===== src/rtl/isqrt_stream_frontend.sv =====
// Streaming front end for the inverse-square-root core: input FIFO, issue stage,
// tag delay line and output stage. Define ISQRT_SPECIAL_CASE_EN for local IEEE special-case handling.

package isqrt_stream_frontend_pkg;

    localparam logic [31:0] FP_ONE = 32'h3F80_0000;

`ifdef ISQRT_SPECIAL_CASE_EN
    typedef struct packed {
        logic       valid;
        logic [1:0] cls;
        logic       sign;
    } tag_t;
`else
    typedef struct packed {
        logic valid;
    } tag_t;
`endif

endpackage

module isqrt_stream_frontend
    import isqrt_stream_frontend_pkg::*;
#(
    parameter int unsigned DEPTH   = 4,
    parameter int unsigned LATENCY = 6
) (
    input  logic                     clk,
    input  logic                     rst,
    input  logic [31:0]              in_data,
    input  logic                     in_valid,
    output logic                     in_ready,
    output logic [31:0]              core_data,
    input  logic [31:0]              core_result,
    output logic [31:0]              out_data,
    output logic                     out_valid,
    output logic [1:0]               out_class,
    output logic [$clog2(DEPTH):0]   fifo_level
);

    localparam int unsigned PW = $clog2(DEPTH);
    localparam int unsigned LW = PW + 1;

`ifdef ISQRT_SPECIAL_CASE_EN
    localparam logic [31:0] FP_POS_INF = 32'h7F80_0000;
    localparam logic [31:0] FP_NEG_INF = 32'hFF80_0000;
    localparam logic [31:0] FP_QNAN    = 32'h7FC0_0000;

    // 0 normal, 1 zero/denormal, 2 +inf, 3 NaN or negative nonzero
    function automatic logic [1:0] classify(input logic [31:0] x);
        logic [7:0]  e;
        logic [22:0] m;
        e = x[30:23];
        m = x[22:0];
        if (e == 8'h00)                        return 2'd1;
        else if (e == 8'hFF && m != 23'd0)     return 2'd3;
        else if (e == 8'hFF && !x[31])         return 2'd2;
        else if (x[31])                        return 2'd3;
        else                                   return 2'd0;
    endfunction
`endif

    logic [31:0]   mem_q [DEPTH];
    logic [PW-1:0] wr_ptr_q, wr_ptr_d;
    logic [PW-1:0] rd_ptr_q, rd_ptr_d;
    logic [LW-1:0] level_q, level_d;
    logic          push_c, pop_c;
    logic [31:0]   head_c;

    logic [31:0]   core_data_q, core_data_d;
    tag_t          issue_tag_d;
    tag_t          tag_q [0:LATENCY];

    logic          out_valid_q, out_valid_d;
    logic [31:0]   out_data_q, out_data_d;

    assign in_ready   = rst && (level_q < LW'(DEPTH));
    assign push_c     = in_valid && in_ready;
    assign pop_c      = (level_q != LW'(0));
    assign head_c     = mem_q[rd_ptr_q];
    assign fifo_level = level_q;
    assign core_data  = core_data_q;
    assign out_valid  = out_valid_q;
    assign out_data   = out_data_q;

    // FIFO pointer and occupancy update
    always_comb begin
        wr_ptr_d = wr_ptr_q;
        rd_ptr_d = rd_ptr_q;
        level_d  = level_q;
        if (push_c) wr_ptr_d = wr_ptr_q + PW'(1);
        if (pop_c)  rd_ptr_d = rd_ptr_q + PW'(1);
        case ({push_c, pop_c})
            2'b10:   level_d = level_q + LW'(1);
            2'b01:   level_d = level_q - LW'(1);
            default: level_d = level_q;
        endcase
    end

    // Issue stage: bubbles and special operands feed the core a harmless 1.0
    always_comb begin
        core_data_d = FP_ONE;
        issue_tag_d = '0;
        if (pop_c) begin
            issue_tag_d.valid = 1'b1;
`ifdef ISQRT_SPECIAL_CASE_EN
            issue_tag_d.cls  = classify(head_c);
            issue_tag_d.sign = head_c[31];
            if (issue_tag_d.cls == 2'd0) core_data_d = head_c;
`else
            core_data_d = head_c;
`endif
        end
    end

`ifdef ISQRT_SPECIAL_CASE_EN
    logic [1:0] out_class_q, out_class_d;
    assign out_class = out_class_q;

    // Output stage: substitute special-case results, hold during bubbles
    always_comb begin
        out_valid_d = tag_q[LATENCY].valid;
        out_data_d  = out_data_q;
        out_class_d = out_class_q;
        if (tag_q[LATENCY].valid) begin
            out_class_d = tag_q[LATENCY].cls;
            case (tag_q[LATENCY].cls)
                2'd0:    out_data_d = core_result;
                2'd1:    out_data_d = tag_q[LATENCY].sign ? FP_NEG_INF : FP_POS_INF;
                2'd2:    out_data_d = 32'h0000_0000;
                default: out_data_d = FP_QNAN;
            endcase
        end
    end

    always_ff @(posedge clk or negedge rst) begin
        if (!rst) out_class_q <= 2'd0;
        else      out_class_q <= out_class_d;
    end
`else
    assign out_class = 2'd0;

    // Output stage: pass core result through, hold during bubbles
    always_comb begin
        out_valid_d = tag_q[LATENCY].valid;
        out_data_d  = out_data_q;
        if (tag_q[LATENCY].valid) out_data_d = core_result;
    end
`endif

    always_ff @(posedge clk or negedge rst) begin
        if (!rst) begin
            for (int unsigned i = 0; i < DEPTH; i++) mem_q[i] <= '0;
            for (int unsigned i = 0; i <= LATENCY; i++) tag_q[i] <= '0;
            wr_ptr_q    <= '0;
            rd_ptr_q    <= '0;
            level_q     <= '0;
            core_data_q <= FP_ONE;
            out_valid_q <= 1'b0;
            out_data_q  <= '0;
        end else begin
            if (push_c) mem_q[wr_ptr_q] <= in_data;
            tag_q[0] <= issue_tag_d;
            for (int unsigned i = 1; i <= LATENCY; i++) tag_q[i] <= tag_q[i-1];
            wr_ptr_q    <= wr_ptr_d;
            rd_ptr_q    <= rd_ptr_d;
            level_q     <= level_d;
            core_data_q <= core_data_d;
            out_valid_q <= out_valid_d;
            out_data_q  <= out_data_d;
        end
    end

endmodule


===== config.mk =====
export PLATFORM = sky130hd
export DESIGN_NAME = isqrt_stream_frontend
export DESIGN_NICKNAME = d
export VERILOG_FILES = /design/src/rtl/isqrt_stream_frontend.sv
export SDC_FILE = /design/constraint.sdc
export NUM_CORES = 1
export LEC_CHECK = 0
export ABC_AREA = 1
export ABC_CLOCK_PERIOD_IN_PS = 5300
export BUFFER_PORTS_ARGS = -buffer_cell sky130_fd_sc_hd__buf_2
export CORE_UTILIZATION = 48
export CTS_CLUSTER_DIAMETER = 80
export DETAILED_ROUTE_END_ITERATION = 12
export PLACE_DENSITY_LB_ADDON = 0.1
export SYNTH_ARGS = -nofsm -noshare
export SYNTH_HDL_FRONTEND = slang
export SYNTH_SLANG_ARGS = --single-unit

===== constraint.sdc =====
create_clock -name clk -period 5.3 [get_ports clk]
set_input_delay 0.265 -clock clk [delete_from_list [all_inputs] [get_ports clk]]
set_output_delay 0.265 -clock clk [all_outputs]
set_load 0.01 [all_outputs]

==> metrics.txt, run 1 <==
outcome=completed; Critical Path AT=~3.0 ns; vias in the first global route=6284; synth top area cells=dfrtp_1 (58%), nand2_1 (12%), o21ai_0 (7.4%); multi-input logic area=2700 sq um; Final Slew Violations=0; setup repair after global routing missed its margin=false; core region area=17500 sq um; Design Power=6.26 mW; Detailed Place HPWL=between 10 and 15 mm; I/O Buffers=135; Syn Std Cell Area=8670 sq um; gr usage total=0.211; CTS tree=yes; crit path max fanout=64; reg-to-reg endpoint=core_data[0]; cts bufs inserted=23; CTS H-tree lvls=1; number of enable flip-flop cells after synthesis=0; Fin. Hold Viols=0; Yosys cell types=24; global route total overflow=0; die area=about 19000 sq um; async set or reset register ratio after synthesis=1.00; largest net degree at the start of global routing=77; layout cells sized above 1=0.195; first-pass GRT wire length=31.2 mm; die height=136 um; CTS resizes=0; Synth Flop Type=dfrtp_1; Cells after Synth=956; commonest cells in the netlist=nand2_1 (276), dfrtp_1 (200), inv_1 (143), o21ai_0 (129), nand3_1 (66); Die W=136 um; IO Pins=~140; Crit path buffers/inverters=3; Clk Tree Root Cell=clkbuf_16; Yosys warnings=0; Crit. End Element=flip-flop; fin crit share=0.499; vias=6396; reg-to-reg setup timing slack=2.97 ns; area grow syn2layout=20.0%; nets=1171; Clock Path Buffers=3; LEAKAGE=5.43 nW; max_cap viols=0; VDD IR max=a little under 0.3 mV; residual DRC count=0; clk slew on worst S/H paths=0.06 ns; CP delay by family, top=buffers and inverters; post-synth top area share=0.577; Total Wirelength=~19 mm; CTS sink cnt=about 210; Crit Path Category=in -> reg; Final Wtd Congestion=0.725; Inserted Diodes=0; clock skew=0.00717 ns; final number of setup-violating endpoints=0; Reg2Reg Depth=6; register area=5190 sq um; startpoint types=primary input; placed cell areas=~9500 sq um; initial antenna violation count=0; fillers=~1600; vias per inst=around 4.8; cell with the most instances after synthesis=nand2_1; CP Cell Sequence=dlygate4sd3_1 -> clkbuf_8 -> inv_1 -> nor2_4 -> nand3_2 -> o21ai_0; crit path from=rst; Clock Latency Late Sink=slightly below 0.5 ns; Hold Path Sink=out_data[27]; mean post-synth cell area=9.07 sq um; dominant cell type by area after synthesis=dfrtp_1; Avg WL per Cell=14.0 um; Slew @ Worst Pin=1.13 ns; row count=48; Initial DRC Count=418; Critical Path RT=5.66 ns; max_slew headroom=0.247; sequential share of the synthesized area=0.598; max incr delay on CP=0.88 ns; Tmin final=2.65 ns; setup TNS=0 ns; Final Cell Area=10400 sq um; slowest CP cell=nand3_2; Routed Antenna Nets=0; fmax=378 MHz; cell depth of the worst hold path=2; post-synthesis sequential element count=207; Crit Reg-Reg Startpoint=rd_ptr_q[0]; worst hold path type=in -> reg; min-delay src=core_result[27]; DRT Pass-1 Iters=5; Power Dens Cells=601 nW/um^2; Initial Utilization=0.496
registers in the layout (all words and copies together) (netlist names):
name	cells
out_valid	1
core_data	32
tag_q	6
out_valid_d	1
wr_ptr_q	2
rd_ptr_q	2
out_data	32
fifo_level	3
mem_q	128
logic make-up after synthesis:
| group | share of synthesized area |
|---|---|
| and+or+nand+nor | 0.165 |
| xor gates and xnor gates | 0.00303 |
| DFF | 0.598 |
| AOI/OAI and AO/OA | 0.0906 |
| muxes | 0.0415 |
| other | 0.000432 |
| buffers and inverters | 0.0913 |
| adders and majority gates | 0.00952 |
timing repair:
item / 4_1_cts / 5_1_grt
endpoints found under the hold margin: 80 / 0
setup buffers: 0 / 0
hold buffers: 26 / 0
power by group:
| part | switching (mW) | internal [mW] | total, mW |
|---|---|---|---|
| sequential | 0.341 | 2.31 | 2.65 |
| combinational | 1.30 | 0.849 | 2.15 |
| clock | 0.595 | 0.867 | 1.46 |
how the worst max path moves through the flow:
stage,endpoint,slack [ns],cells after the start
after floorplan,fifo_level[2],3.52,10
after global placement,mem_q[120],2.79,5
after detailed placement,mem_q[114],2.68,5
after CTS,mem_q[109],2.58,6
after global routing,mem_q[120],2.28,6
final,mem_q[109],2.65,6
layout make-up:
type / instances / share of cell area
inverter: 144 / 0.0519
sequential: 207 / 0.498
timing repair buffer: 171 / 0.0979
tap: 225 / 0.0270
multi-input combinational: 551 / 0.259
clock inverter: 4 / 0.00469
clock buffer: 36 / 0.0609
through the flow:
step,cells,hold slack (ns),setup WS (ns),utilization
after global routing,1338,0.00264,2.28,0.596
after floorplan,957,-0.0306,3.52,-
after global placement,1272,0.261,2.79,0.542
final,1338,0.0153,2.65,0.596
after CTS,1338,0.000249,2.58,0.596
after detailed placement,1272,0.269,2.68,0.542
placed cells by master, fill, tap and decap left out:
cell and count:
a21oi_1 26, buf_2 134, buf_4 10, bufinv_16 1
clkbuf_1 12, clkbuf_16 23, clkbuf_8 2, clkinv_1 1
clkinv_2 2, clkinv_4 1, conb_1 2, dfrtp_1 199
dfrtp_2 1, dfstp_2 7, dlygate4sd3_1 26, fa_1 1
ha_1 5, inv_1 142, inv_2 1, mux2_1 2
mux2_2 30, nand2_1 276, nand3_1 66, nand3_2 4
nand4_1 1, nor2_1 3, nor2_4 1, o21ai_0 129
o21ai_1 2, xnor2_1 1, xor2_1 2
routing by layer:
layer	wire length (um)	global-route usage	part of all wire	vias to the layer above
met5	0	0	0	-
met4	253	0.0451	0.013	0
met3	880	0.0369	0.047	17
met2	8630	0.349	0.46	139
met1	8980	0.293	0.48	2994
li1	-	-	-	3246
Power figures use the tool's default switching activity.
==> run 2: changes to the inputs <==
--- a/config.mk
+++ b/config.mk
@@ -5,8 +5,8 @@
 export SDC_FILE = /design/constraint.sdc
 export NUM_CORES = 1
 export LEC_CHECK = 0
-export ABC_AREA = 1
-export ABC_CLOCK_PERIOD_IN_PS = 5300
+export ABC_AREA = 0
+export ABC_CLOCK_PERIOD_IN_PS = 2200
 export BUFFER_PORTS_ARGS = -buffer_cell sky130_fd_sc_hd__buf_2
 export CORE_UTILIZATION = 48
 export CTS_CLUSTER_DIAMETER = 80
==> constraint.sdc (replaced) <==
create_clock -name clk -period 2.2 [get_ports clk]
set_input_delay 0.11 -clock clk [delete_from_list [all_inputs] [get_ports clk]]
set_output_delay 0.11 -clock clk [all_outputs]
set_load 0.01 [all_outputs]
==> metrics.txt, run 2 <==
Clk Tree Root Cell=clkbuf_16; Critical Path RT=2.62 ns (-3.04 ns); reg-to-reg setup timing slack=0.37 ns (-2.60 ns); residual DRC count=0 (unchanged); Hold Path Sink=wr_ptr_q[0]; commonest non-fill, non-tap cell in the layout=dfrtp_1; layout cells sized above 1=0.356 (+0.161); Slew @ Worst Pin=1.19 ns (+0.0634 ns); cell with the most instances after synthesis=dfrtp_1; CTS H-tree lvls=1 (unchanged); Crit. End Element=flip-flop; Initial Utilization=0.490 (-0.00677); min-delay src=in_valid; Final Wtd Congestion=0.690 (-4.8%); max reg flops=128 (unchanged); Design Power=14.6 mW (+130%); largest net degree at the start of global routing=209 (+170%); Critical Path AT=2.25 ns (-0.76 ns); clk slew on worst S/H paths=0.06 ns (about the same); Yosys cell types=26 (+8.3%); CTS tree=yes; IO Pins=138 (unchanged); clock skew=0.00922 ns (+0.00206 ns); Detailed Place HPWL=10.1 mm (-6.9%); initial antenna violation count=0 (unchanged); Avg WL per Cell=17.7 um (+26%); post-synth top area share=0.595 (+0.0182); Total Wirelength=16.6 mm (-11%); Cells after Synth=492 (-49%); Reg2Reg Depth=8 (+2); setup repair after global routing missed its margin=false; max_cap viols=0 (unchanged); mean post-synth cell area=17.1 sq um (+88%); sequential share of the synthesized area=0.617 (+0.0189); dominant cell type by area after synthesis=dfrtp_1; fin crit share=0.830; cell depth of the worst hold path=4 (+2); I/O Buffers=135 (unchanged); vias=4785 (-25%); core region area=17200 sq um (-1.7%); max_slew headroom=0.205 (-0.0414); die height=134 um (-1.5%); setup TNS=0 ns (unchanged); LEAKAGE=4.97 nW (-8.4%); final number of setup-violating endpoints=0 (unchanged); cts bufs inserted=22 (-4.3%); row count=48 (unchanged); vias in the first global route=5239 (-17%); Die W=134 um (-1.5%); VDD IR max=0.744 mV (+150%); reg-to-reg endpoint=fifo_level[2]; Synth Flop Type=dfrtp_1; most frequent cells in the layout=dfrtp_1 (198), mux2_1 (136), buf_2 (134), dlygate4sd3_1 (65), mux4_2 (32); first-pass GRT wire length=27.5 mm (-12%); nets=777 (-34%); DRT Pass-1 Iters=4 (-1); fmax=547 MHz; Crit Reg-Reg Startpoint=fifo_level[2]; CP Cell Sequence=and3b_1 -> inv_1 -> ha_1 -> inv_1 -> fa_1 -> xor2_1 -> nor2_1 -> xor2_1; gr usage total=0.195 (-0.0166); slowest CP cell=dfrtp_1; Top reg by flops=mem_q; worst hold path type=in -> reg; PnR worst setup slack=0.373 ns (-2.28 ns); Syn Std Cell Area=8410 sq um (-3.1%); vias per inst=5.08 (+6.3%); async set or reset register ratio after synthesis=1.00 (unchanged); Fin. Hold Viols=0 (unchanged); number of enable flip-flop cells after synthesis=0 (unchanged); die area=18100 sq um (-3.0%); Clock Path Buffers=3 (unchanged); global route total overflow=0 (unchanged); max incr delay on CP=0.43 ns (-0.45 ns); area grow syn2layout=27.0%; Inserted Diodes=0 (unchanged); Final Slew Violations=0 (unchanged); Tmin final=between 1.5 and 2 ns; Crit Path Category=reg -> reg; Routed Antenna Nets=0 (unchanged); post-placement worst setup slack=0.409 ns (-2.27 ns); CTS sink cnt=207 (unchanged); commonest cells in the netlist=dfrtp_1 (200), mux2_1 (136), mux4_2 (32), and2_1 (25), mux2_2 (24); post-synthesis sequential element count=207 (unchanged); Initial DRC Count=142 (-66%); Yosys warnings=0 (unchanged); crit path max fanout=5 (-92%); Power Dens Cells=1370 nW/um^2 (+130%); synth top area cells=dfrtp_1 (60%), mux2_1 (18%), mux4_2 (8.6%); outcome=completed; Clock Latency Late Sink=0.49 ns (about the same); startpoint types=flip-flop
## run 2: kinds of logic after synthesis
| group | synth area share |
|---|---|
| mux | 0.301 |
| xor+xnor | 0.00625 |
| buf+inv | 0.0312 |
| other cells | 0.000446 |
| simple gates | 0.0335 |
| flops | 0.617 |
| compound gates | 0.000595 |
| fa+ha+maj | 0.00982 |
## run 2: worst max path at each step
stage,from,end,slack [ns],cells past startpoint
2_1_floorplan,fifo_level[0],fifo_level[2],0.19,9
3_3_place_gp,fifo_level[2],mem_q[0],0.44,4
3_5_place_dp,fifo_level[2],mem_q[127],0.41,5
4_1_cts,rst,in_ready,0.04,5
5_1_grt,rst,in_ready,0.04,5
6_report,fifo_level[2],fifo_level[2],0.37,8
## run 2: timing repair
action,CTS,global route
setup buffers,0,0
hold buffers,65,0
endpoints found under the setup margin,0,1
resized for setup,0,1
hold endpoints to repair,360,0
## run 2: layer usage
metal / global-route usage / up-vias / share of wire
li1: - / 2168 / -
met1: 0.262 / 2466 / 0.45
met2: 0.327 / 121 / 0.49
met3: 0.0340 / 30 / 0.046
met4: 0.0543 / 0 / 0.018
met5: 0 / - / 0
## run 2: cell type report
type | count | area, sq um
Fill cell | 1349 | 6500
Sequential cell | 207 | 5190
Inverter | 7 | 26.3
Timing Repair Buffer | 216 | 1530
Multi-Input combinational cell | 250 | 2960
Clock buffer | 33 | 643
Tap cell | 225 | 282
Clock inverter | 4 | 48.8
## run 2: power by group
group / internal, mW / total [mW] / switching, mW
combinational: 2.71 / 4.64 / 1.94
sequential: 5.59 / 6.42 / 0.827
clock: 2.13 / 3.52 / 1.39
## run 2: critical path, delay by kind of cell, from the launching register on
kind / cells / cell delay [ns]
fa+ha+maj: 2 / 0.56
xor+xnor: 2 / 0.30
buf+inv: 2 / 0.13
simple gates: 2 / 0.33
flops: 1 / 0.43
## run 2: stage by stage
step / util / area, sq um / hold WS (ns) / instances
after floorplan: - / 8410 / -0.186 / 493
after global placement: 0.543 / 9330 / 0.330 / 840
after detailed placement: 0.543 / 9330 / 0.336 / 840
after CTS: 0.621 / 10700 / 0.187 / 942
after global routing: 0.622 / 10700 / 0.221 / 942
final: 0.622 / 10700 / 0.200 / 942
